===== src/rtl/wb_ram_arbiter_if.sv =====
// ---------------------------------------------------------------------------
// wb_ram_arbiter_if
//
// Bundles every Wishbone signal around the RAM arbiter: the packed per-master
// request fields (master k occupies slice [k*W +: W]), the per-master return
// path, and the single shared slave port toward the RAM.
//
// Modports
//   slave  : the arbiter's view. It is the Wishbone slave of all masters and
//            drives the shared port toward the RAM.
//   master : the surrounding system's view. It drives the master requests and
//            the RAM responses, and observes everything the arbiter drives.
//
// Parameters
//   num_masters : number of requesting masters
//   dw          : data width
//   aw          : address width
// ---------------------------------------------------------------------------
interface wb_ram_arbiter_if #(
    parameter int num_masters = 2,
    parameter int dw          = 32,
    parameter int aw          = 32
);
    // Master request side
    logic [num_masters*aw-1:0] m_adr_i;
    logic [num_masters*dw-1:0] m_dat_i;
    logic [num_masters*4-1:0]  m_sel_i;
    logic [num_masters-1:0]    m_we_i;
    logic [num_masters*3-1:0]  m_cti_i;
    logic [num_masters*2-1:0]  m_bte_i;
    logic [num_masters-1:0]    m_cyc_i;
    logic [num_masters-1:0]    m_stb_i;
    // Master return side
    logic [num_masters*dw-1:0] m_dat_o;
    logic [num_masters-1:0]    m_ack_o;
    logic [num_masters-1:0]    m_err_o;
    // Shared slave port
    logic [aw-1:0]             s_adr_o;
    logic [dw-1:0]             s_dat_o;
    logic [3:0]                s_sel_o;
    logic                      s_we_o;
    logic [2:0]                s_cti_o;
    logic [1:0]                s_bte_o;
    logic                      s_cyc_o;
    logic                      s_stb_o;
    logic [dw-1:0]             s_dat_i;
    logic                      s_ack_i;
    logic                      s_err_i;

    modport slave (
        input  m_adr_i, m_dat_i, m_sel_i, m_we_i, m_cti_i, m_bte_i, m_cyc_i, m_stb_i,
        output m_dat_o, m_ack_o, m_err_o,
        output s_adr_o, s_dat_o, s_sel_o, s_we_o, s_cti_o, s_bte_o, s_cyc_o, s_stb_o,
        input  s_dat_i, s_ack_i, s_err_i
    );

    modport master (
        output m_adr_i, m_dat_i, m_sel_i, m_we_i, m_cti_i, m_bte_i, m_cyc_i, m_stb_i,
        input  m_dat_o, m_ack_o, m_err_o,
        input  s_adr_o, s_dat_o, s_sel_o, s_we_o, s_cti_o, s_bte_o, s_cyc_o, s_stb_o,
        output s_dat_i, s_ack_i, s_err_i
    );
endinterface


===== src/rtl/wb_ram_arbiter.sv =====
// ---------------------------------------------------------------------------
// wb_ram_arbiter
//
// Round-robin Wishbone B3 arbiter sharing one wb_ram slave port between
// num_masters masters. A master keeps the grant for as long as it holds cyc,
// so bursts reach the RAM unbroken. The shared port is an AND-OR mux driven by
// the registered one-hot grant; ack, err and read data go back to the owner
// only.
//
// Ports
//   wb_clk_i  : clock
//   wb_rst_ni : asynchronous active-low reset
//   bus       : Wishbone signals (master requests/returns, shared slave port)
//   grant_o   : registered one-hot grant, all-zero when idle
// ---------------------------------------------------------------------------
module wb_ram_arbiter #(
    parameter int num_masters = 2,
    parameter int dw          = 32,
    parameter int aw          = 32
) (
    input  logic                   wb_clk_i,
    input  logic                   wb_rst_ni,
    wb_ram_arbiter_if.slave        bus,
    output logic [num_masters-1:0] grant_o
);
    localparam int lw = (num_masters > 1) ? $clog2(num_masters) : 1;

    logic [num_masters-1:0] grant_q, grant_d;
    logic [lw-1:0]          last_q, last_d;
    logic                   owner_cyc;
    logic                   found;
    int                     idx;
    logic [lw-1:0]          idx_l;

    // Arbitration: re-decide only when the bus is free (idle, or the owner has
    // dropped cyc). The scan starts just after the previous owner, so the
    // previous owner has the lowest priority. Handover needs no idle cycle.
    always_comb begin
        grant_d   = grant_q;
        last_d    = last_q;
        found     = 1'b0;
        idx       = 0;
        idx_l     = '0;
        owner_cyc = |(grant_q & bus.m_cyc_i);
        if (!owner_cyc) begin
            grant_d = '0;
            for (int i = 1; i <= num_masters; i++) begin
                idx = int'(last_q) + i;
                if (idx >= num_masters) begin
                    idx = idx - num_masters;
                end
                idx_l = lw'(idx);
                if (!found && bus.m_cyc_i[idx_l]) begin
                    grant_d[idx_l] = 1'b1;
                    last_d         = idx_l;
                    found          = 1'b1;
                end
            end
        end
    end

    // last resets to the highest index so master 0 wins the first decision.
    always_ff @(posedge wb_clk_i or negedge wb_rst_ni) begin
        if (!wb_rst_ni) begin
            grant_q <= '0;
            last_q  <= lw'(num_masters - 1);
        end else begin
            grant_q <= grant_d;
            last_q  <= last_d;
        end
    end

    assign grant_o = grant_q;

    // Cycle/strobe follow the owner's live signals, so the cycle in which the
    // owner drops cyc already shows s_cyc_o=0 to the RAM.
    assign bus.s_cyc_o = |(grant_q & bus.m_cyc_i);
    assign bus.s_stb_o = |(grant_q & bus.m_stb_i);
    assign bus.m_ack_o = grant_q & {num_masters{bus.s_ack_i}};
    assign bus.m_err_o = grant_q & {num_masters{bus.s_err_i}};

    // AND-OR mux of the owner's fields; every field reads 0 with no owner.
    always_comb begin
        bus.s_adr_o = '0;
        bus.s_dat_o = '0;
        bus.s_sel_o = '0;
        bus.s_we_o  = 1'b0;
        bus.s_cti_o = '0;
        bus.s_bte_o = '0;
        bus.m_dat_o = '0;
        for (int k = 0; k < num_masters; k++) begin
            bus.s_adr_o = bus.s_adr_o | ({aw{grant_q[k]}} & bus.m_adr_i[k*aw +: aw]);
            bus.s_dat_o = bus.s_dat_o | ({dw{grant_q[k]}} & bus.m_dat_i[k*dw +: dw]);
            bus.s_sel_o = bus.s_sel_o | ({4{grant_q[k]}} & bus.m_sel_i[k*4 +: 4]);
            bus.s_we_o  = bus.s_we_o | (grant_q[k] & bus.m_we_i[k]);
            bus.s_cti_o = bus.s_cti_o | ({3{grant_q[k]}} & bus.m_cti_i[k*3 +: 3]);
            bus.s_bte_o = bus.s_bte_o | ({2{grant_q[k]}} & bus.m_bte_i[k*2 +: 2]);
            bus.m_dat_o[k*dw +: dw] = grant_q[k] ? bus.s_dat_i : '0;
        end
    end
endmodule


===== src/flat_wrapper.sv =====
// flat-port wrapper written by rule: the top's interface ports become plain ports
module wb_ram_arbiter_flat 
#(
    parameter int num_masters = 2,
    parameter int dw          = 32,
    parameter int aw          = 32
)
  (wb_clk_i, wb_rst_ni, grant_o, bus_m_adr_i, bus_m_dat_i, bus_m_sel_i, bus_m_we_i, bus_m_cti_i, bus_m_bte_i, bus_m_cyc_i, bus_m_stb_i, bus_m_dat_o, bus_m_ack_o, bus_m_err_o, bus_s_adr_o, bus_s_dat_o, bus_s_sel_o, bus_s_we_o, bus_s_cti_o, bus_s_bte_o, bus_s_cyc_o, bus_s_stb_o, bus_s_dat_i, bus_s_ack_i, bus_s_err_i);
  wb_ram_arbiter_if #(.num_masters(num_masters), .dw(dw), .aw(aw)) bus_i ();
  input  logic wb_clk_i;
  input  logic wb_rst_ni;
  output logic [num_masters-1:0] grant_o;
  input wire logic [$bits(bus_i.m_adr_i)-1:0] bus_m_adr_i;
  input wire logic [$bits(bus_i.m_dat_i)-1:0] bus_m_dat_i;
  input wire logic [$bits(bus_i.m_sel_i)-1:0] bus_m_sel_i;
  input wire logic [$bits(bus_i.m_we_i)-1:0] bus_m_we_i;
  input wire logic [$bits(bus_i.m_cti_i)-1:0] bus_m_cti_i;
  input wire logic [$bits(bus_i.m_bte_i)-1:0] bus_m_bte_i;
  input wire logic [$bits(bus_i.m_cyc_i)-1:0] bus_m_cyc_i;
  input wire logic [$bits(bus_i.m_stb_i)-1:0] bus_m_stb_i;
  output wire logic [$bits(bus_i.m_dat_o)-1:0] bus_m_dat_o;
  output wire logic [$bits(bus_i.m_ack_o)-1:0] bus_m_ack_o;
  output wire logic [$bits(bus_i.m_err_o)-1:0] bus_m_err_o;
  output wire logic [$bits(bus_i.s_adr_o)-1:0] bus_s_adr_o;
  output wire logic [$bits(bus_i.s_dat_o)-1:0] bus_s_dat_o;
  output wire logic [$bits(bus_i.s_sel_o)-1:0] bus_s_sel_o;
  output wire logic [$bits(bus_i.s_we_o)-1:0] bus_s_we_o;
  output wire logic [$bits(bus_i.s_cti_o)-1:0] bus_s_cti_o;
  output wire logic [$bits(bus_i.s_bte_o)-1:0] bus_s_bte_o;
  output wire logic [$bits(bus_i.s_cyc_o)-1:0] bus_s_cyc_o;
  output wire logic [$bits(bus_i.s_stb_o)-1:0] bus_s_stb_o;
  input wire logic [$bits(bus_i.s_dat_i)-1:0] bus_s_dat_i;
  input wire logic [$bits(bus_i.s_ack_i)-1:0] bus_s_ack_i;
  input wire logic [$bits(bus_i.s_err_i)-1:0] bus_s_err_i;
  assign bus_i.m_adr_i = bus_m_adr_i;
  assign bus_i.m_dat_i = bus_m_dat_i;
  assign bus_i.m_sel_i = bus_m_sel_i;
  assign bus_i.m_we_i = bus_m_we_i;
  assign bus_i.m_cti_i = bus_m_cti_i;
  assign bus_i.m_bte_i = bus_m_bte_i;
  assign bus_i.m_cyc_i = bus_m_cyc_i;
  assign bus_i.m_stb_i = bus_m_stb_i;
  assign bus_m_dat_o = bus_i.m_dat_o;
  assign bus_m_ack_o = bus_i.m_ack_o;
  assign bus_m_err_o = bus_i.m_err_o;
  assign bus_s_adr_o = bus_i.s_adr_o;
  assign bus_s_dat_o = bus_i.s_dat_o;
  assign bus_s_sel_o = bus_i.s_sel_o;
  assign bus_s_we_o = bus_i.s_we_o;
  assign bus_s_cti_o = bus_i.s_cti_o;
  assign bus_s_bte_o = bus_i.s_bte_o;
  assign bus_s_cyc_o = bus_i.s_cyc_o;
  assign bus_s_stb_o = bus_i.s_stb_o;
  assign bus_i.s_dat_i = bus_s_dat_i;
  assign bus_i.s_ack_i = bus_s_ack_i;
  assign bus_i.s_err_i = bus_s_err_i;
  wb_ram_arbiter #(.num_masters(num_masters), .dw(dw), .aw(aw)) u_core (.wb_clk_i(wb_clk_i), .wb_rst_ni(wb_rst_ni), .bus(bus_i), .grant_o(grant_o));
endmodule

===== config.mk =====
export PLATFORM = sky130hd
export DESIGN_NAME = wb_ram_arbiter_flat
export DESIGN_NICKNAME = d
export VERILOG_FILES = /design/src/rtl/wb_ram_arbiter_if.sv /design/src/rtl/wb_ram_arbiter.sv /design/src/flat_wrapper.sv
export SDC_FILE = /design/constraint.sdc
export NUM_CORES = 1
export LEC_CHECK = 0
export CAP_MARGIN = 5
export CORE_AREA = 3 3 128 130
export CTS_CLUSTER_SIZE = 20
export DETAILED_ROUTE_END_ITERATION = 8
export DIE_AREA = 0 0 131 133
export PLACE_DENSITY = 0.5
export RECOVER_POWER = 25
export SETUP_SLACK_MARGIN = 0.4
export SYNTH_ARGS = -nofsm -noshare
export SYNTH_HDL_FRONTEND = slang
export SYNTH_SLANG_ARGS = --single-unit

===== constraint.sdc =====
create_clock -name wb_clk_i -period 1.32 [get_ports wb_clk_i]
set_clock_uncertainty 0.2 [all_clocks]
set_input_delay 0.264 -clock wb_clk_i [delete_from_list [all_inputs] [get_ports wb_clk_i]]
set_output_delay 0.264 -clock wb_clk_i [all_outputs]
set_load 0.005 [all_outputs]

# == Yosys cells after proc, flatten, opt, wreduce, memory -nomap -nowiden ==
# Cells that the tools add are included.
# totals
register_bits,3
input_bits,188
elab_cells,65
# classes
reduce_logical,8
n_bitwise,24
order_cmp,6
n_mux,21
addsub,4
# ops
cell,count
$and 32x32->32,4
$mux 32,2
$or 32x32->32,2
$mux 1,14
$and 2x2->2,6
$and 4x4->4,2
$and 3x3->3,2
$mux 2,3
$lt 1x2->1 const B,2
$or 2x2->2,2
$or 4x4->4,1
$reduce_or 2->1,2
$add 1x2->3 const B,1
$ge 3x2->1 const B,1
$logic_and 1x1->1,3
$or 3x3->3,1
$add 1x1->2 const B,1
$and 1x1->1,2
$demux 1 s1,2
$ge 1x1->1 const B,2
$ge 2x2->1 const B,1
$reduce_and 2->1,1
$reduce_bool 2->1,1
$sub 1x1->1 const B,2
other kinds (3),3

# == Depth between registers and ports, before layout ==
# depth
word_depth,12
depth_mapped,4
ltp_nobuf,3

# == Worst setup path before layout ==
# No wires, ideal clock.
# synth_timing
path_kind,reg2out
from,"register u_core.grant_q[0], in the netlist u_core.grant_o[0]"
to,output bus_s_adr_o[0]
n_path_buf,2
path_stages_with_launch,4
slack_ns,-0.098
arrival_ns,0.954
path_cell_list,dfrtp_1 -> buf_4 -> buf_2 -> a22o_1
# synth_between
elab_chain_cells,2
# synth_rtl
element,line_no,rtl
start: declaration,wb_ram_arbiter.sv:28,"logic [num_masters-1:0] grant_q, grant_d;"
start signal: assignment,wb_ram_arbiter.sv:68,grant_q <= grant_d;
$and 32x32->32,wb_ram_arbiter.sv:92,bus.s_adr_o = bus.s_adr_o | ({aw{grant_q[k]}} & bus.m_adr_i[k*aw +: aw]);
$or 32x32->32,wb_ram_arbiter.sv:92,
end: declaration,flat_wrapper.sv:24,output wire logic [$bits(bus_i.s_adr_o)-1:0] bus_s_adr_o;
# Every way passes these cells.

# == Worst setup path in the final report ==
# layout_timing
from,"register u_core.grant_q[0], in the netlist u_core.grant_o[0]"
to,output bus_s_adr_o[2]
# Same word-level chain as after synthesis.

==> flow_summary.yaml <==
status:
  status: "finished with violations"
  violations: "setup timing"
yosys:
  synth_top_cells_by_count: "a22o_1, and2_1, buf_2, clkbuf_1, clkbuf_2"
  yosysTopAreaCellShare: 0.4866
  netlist_top_cells_area: "a22o_1, and2_1, buf_2, dfrtp_1, dfstp_2"
  synth_top_family_by_area: "compound AO/OA/AOI/OAI gates"
  yosysTopAreaCell: "a22o_1"
  synth_warnings: 0
  synth_edf_count: 0
  syn_inst: 182
  synth_fp_nets: 370
  muxShareOfSynthArea: 0
  syn_area_per_cell_um2: 7.418
  yosys.area_share.simple: 0.3253
  ys_ff_latch: 3
  synth_fa_ha_area_frac: 0
  synth_most_common_cell: "a22o_1"
  synthFlopType: "dfrtp_1"
  async_reset_ff_frac: 1.000
  synth_compound_area_frac: 0.5199
  ys_seq_area_frac: 0.05653
  netlist_area_um2: 1350
  synth_xor_area_frac: 0
  ys_types: 19
sta:
  setup_violations: 149
  finalWorstSetupSlack_ns: -0.6398
  finalCritPeriodShare: 1.485
  rsz0062_at_grt: "true"
  worst_pin_slew_ns: 0.2365
  hold_viol_final: 0
  slew_headroom: 0.8423
  max_freq_mhz: 510.3
  period_needed_ns: 1.960
  report.final.slew_viol_count: 0
power:
  max-vdd-ir-drop_mv: 0.3452
  p_leak_nw: 2.690
  power_density_nw_per_um2: 705.5
cts:
  cts_max_level: 1
  clk_pin_slew_ns: 0.03
  clockRootBuffer: "clkbuf_16"
  cts_made_buffers: 3
  cts_hold_buf: 0
  cts_tree: "built"
  cts_buffer_depth: 2
  cts.sinks: 3
  clock_latency_ns: 0.22
critical_path:
  arrival_ns: 1.50
  end_kind: "output pin"
  cp_top_family: "buffers and inverters"
  path_cells: "buf_8 -> buf_6 -> clkbuf_16 -> a22o_1 -> buf_2"
  r2r-start: "u_core.grant_o[1]"
  crit_type: "flip-flop to output pin"
  critPathRequiredTime_ns: 0.86
  crit_path_max_incr_delay_ns: 0.49
  path_max_fanout: 5
  cp_slowest_cell: "dfrtp_4"
  start_kind: "flip-flop"
  cp.buffers_inverters: 4
  startpoint: "u_core.grant_o[0]"
die:
  ioPinCount: 334
  die_x_um: 131
  initial_core_util: 0.08848
  core_area_um2: 15260
  dieHeight_um: 133
  die_area_um2: 17420
  rows: 45
grt:
  gr-usage-all-layers: 0.1110
  antenna_found_initial: 0
  overflow: 0
  grt_max_degree: 53
  grt_pass1_wl_um: 15440
  grt_pass1_vias: 2839
placed_design:
  place_ws_ns: -0.6546
  port_buffers: 333
  placed_cell_area_um2: 5081
  globalplace.congestion: 0.7514
  post-dp-hpwl_um: 9562
job:
  maxCapViolCount: 0
routing:
  first_pass_iters: 3
  routedWlPerCell_um: 18.07
  via_per_inst: 3.936
  vias: 3023
  routed_wl_um: 13880
  ant_nets: 0
  drt_iter0_markers: 57
  drcViolationCount: 0
finish:
  ff_latch_area_um2: 83.83
  antenna_cells: 0
  drive_above_1_share: 0.4614
  multiInputGateArea_um2: 1277
  post-route-cell-area_um2: 5435
  finalNetCount: 746
  fill_cells: 1605
  syn2layout_area_growth_pct: 302.6
min_path:
  min_path_type: "input pin to asynchronous set/reset pin"
-- layout by cell type (no fill, tap or decap) --
| master | n |
|---|---|
| a211o_1 | 1 |
| a21boi_2 | 1 |
| a21oi_1 | 2 |
| a22o_1 | 75 |
| a31oi_1 | 1 |
| and2_1 | 19 |
| and2_4 | 49 |
| buf_12 | 6 |
| buf_16 | 1 |
| buf_2 | 50 |
| buf_4 | 12 |
| buf_6 | 40 |
| buf_8 | 8 |
| clkbuf_1 | 1 |
| clkbuf_16 | 16 |
| clkbuf_2 | 68 |
| clkdlybuf4s50_1 | 186 |
| dfrtp_4 | 2 |
| dfstp_2 | 1 |
| dlygate4sd3_1 | 1 |
| dlymetal6s2s_1 | 10 |
| inv_1 | 1 |
| inv_4 | 1 |
| nand2_1 | 1 |
| nand2_2 | 1 |
| nor2b_4 | 1 |
| o211ai_1 | 1 |
| o21ai_1 | 1 |
-- final cells by class --
cell class              count  share of cell area
flip-flops and latches      3             0.01542
well taps                 211             0.04857
inverters                   2            0.001842
multi-input cells         153              0.2350
repair buffers            395              0.6846
clock buffers               4             0.01450
-- metrics by stage --
step / hold slack [ns] / utilization / power [mW] / instances / TNS (ns)
after global placement: 0.2656 / 0.3330 / 2.985 / 714 / -82.52
after detailed placement: 0.2678 / 0.3330 / 2.987 / 714 / -82.72
after floorplan: -0.2316 / - / 1.158 / 182 / -4.384
final: 0.1036 / 0.3562 / 3.835 / 768 / -77.40
after global routing: 0.1150 / 0.3562 / 4.066 / 768 / -82.55
after CTS: 0.03302 / 0.3305 / 3.332 / 719 / -98.37
-- state kept, by name (all words and copies together), names as in the netlist --
| signal | flops |
|---|---|
| u_core.grant_o | 2 |
| u_core.last_q | 1 |
-- per-layer routing --
layer / GRT usage / up-vias / share of wire
met4: 0.01714 / 0 / 0.0048
met5: 0 / - / 0
met2: 0.2212 / 191 / 0.52
li1: - / 1439 / -
met3: 0.03109 / 4 / 0.084
met1: 0.1133 / 1389 / 0.39
-- worst reg2reg max path: cells and delay by family, from the launching register on --
family | cells | cell delay, ns
simple gates | 1 | 0.13
flops | 1 | 0.53
compound gates | 1 | 0.30
buf+inv | 5 | 0.51
-- kinds of logic after synthesis --
family,count (synthesis)
buffers and inverters,26
DFF,3
and+or+nand+nor,71
AOI/OAI and AO/OA,82
-- where the power goes --
group	total (mW)	internal, mW	leakage [nW]	switching [mW]
Clock	0.489	0.399	0.0382	0.0898
Combinational	3.19	2.06	2.62	1.13
Sequential	0.157	0.120	0.0319	0.0376
Total	3.83	2.58	2.69	1.26
-- path summary, 6_finish.rpt --
| check | depth (start not counted) | slack, ns | endpoint |
|---|---|---|---|
| worst max-delay path | 5 | -0.64 | bus_s_adr_o[2] |
| worst min-delay path | 1 | 0.10 | u_core.grant_o[0] |
| worst max register to register | 7 | -0.47 | u_core.grant_o[0] |
| worst min register to register | 2 | 0.32 | u_core.last_q |
| max in group asynchronous | 1 | 0.59 | u_core.last_q |
| min in group wb_clk_i | 2 | 0.32 | u_core.last_q |
-- repair_timing --
action | in CTS | in global routing
pin swaps | 1 | 41
endpoints found under the setup margin | 149 | 149
buffers inserted | 1 | 28
resized for setup | 158 | 318
cloned | 0 | 21
Note: power is estimated with default switching activity, not from simulation.
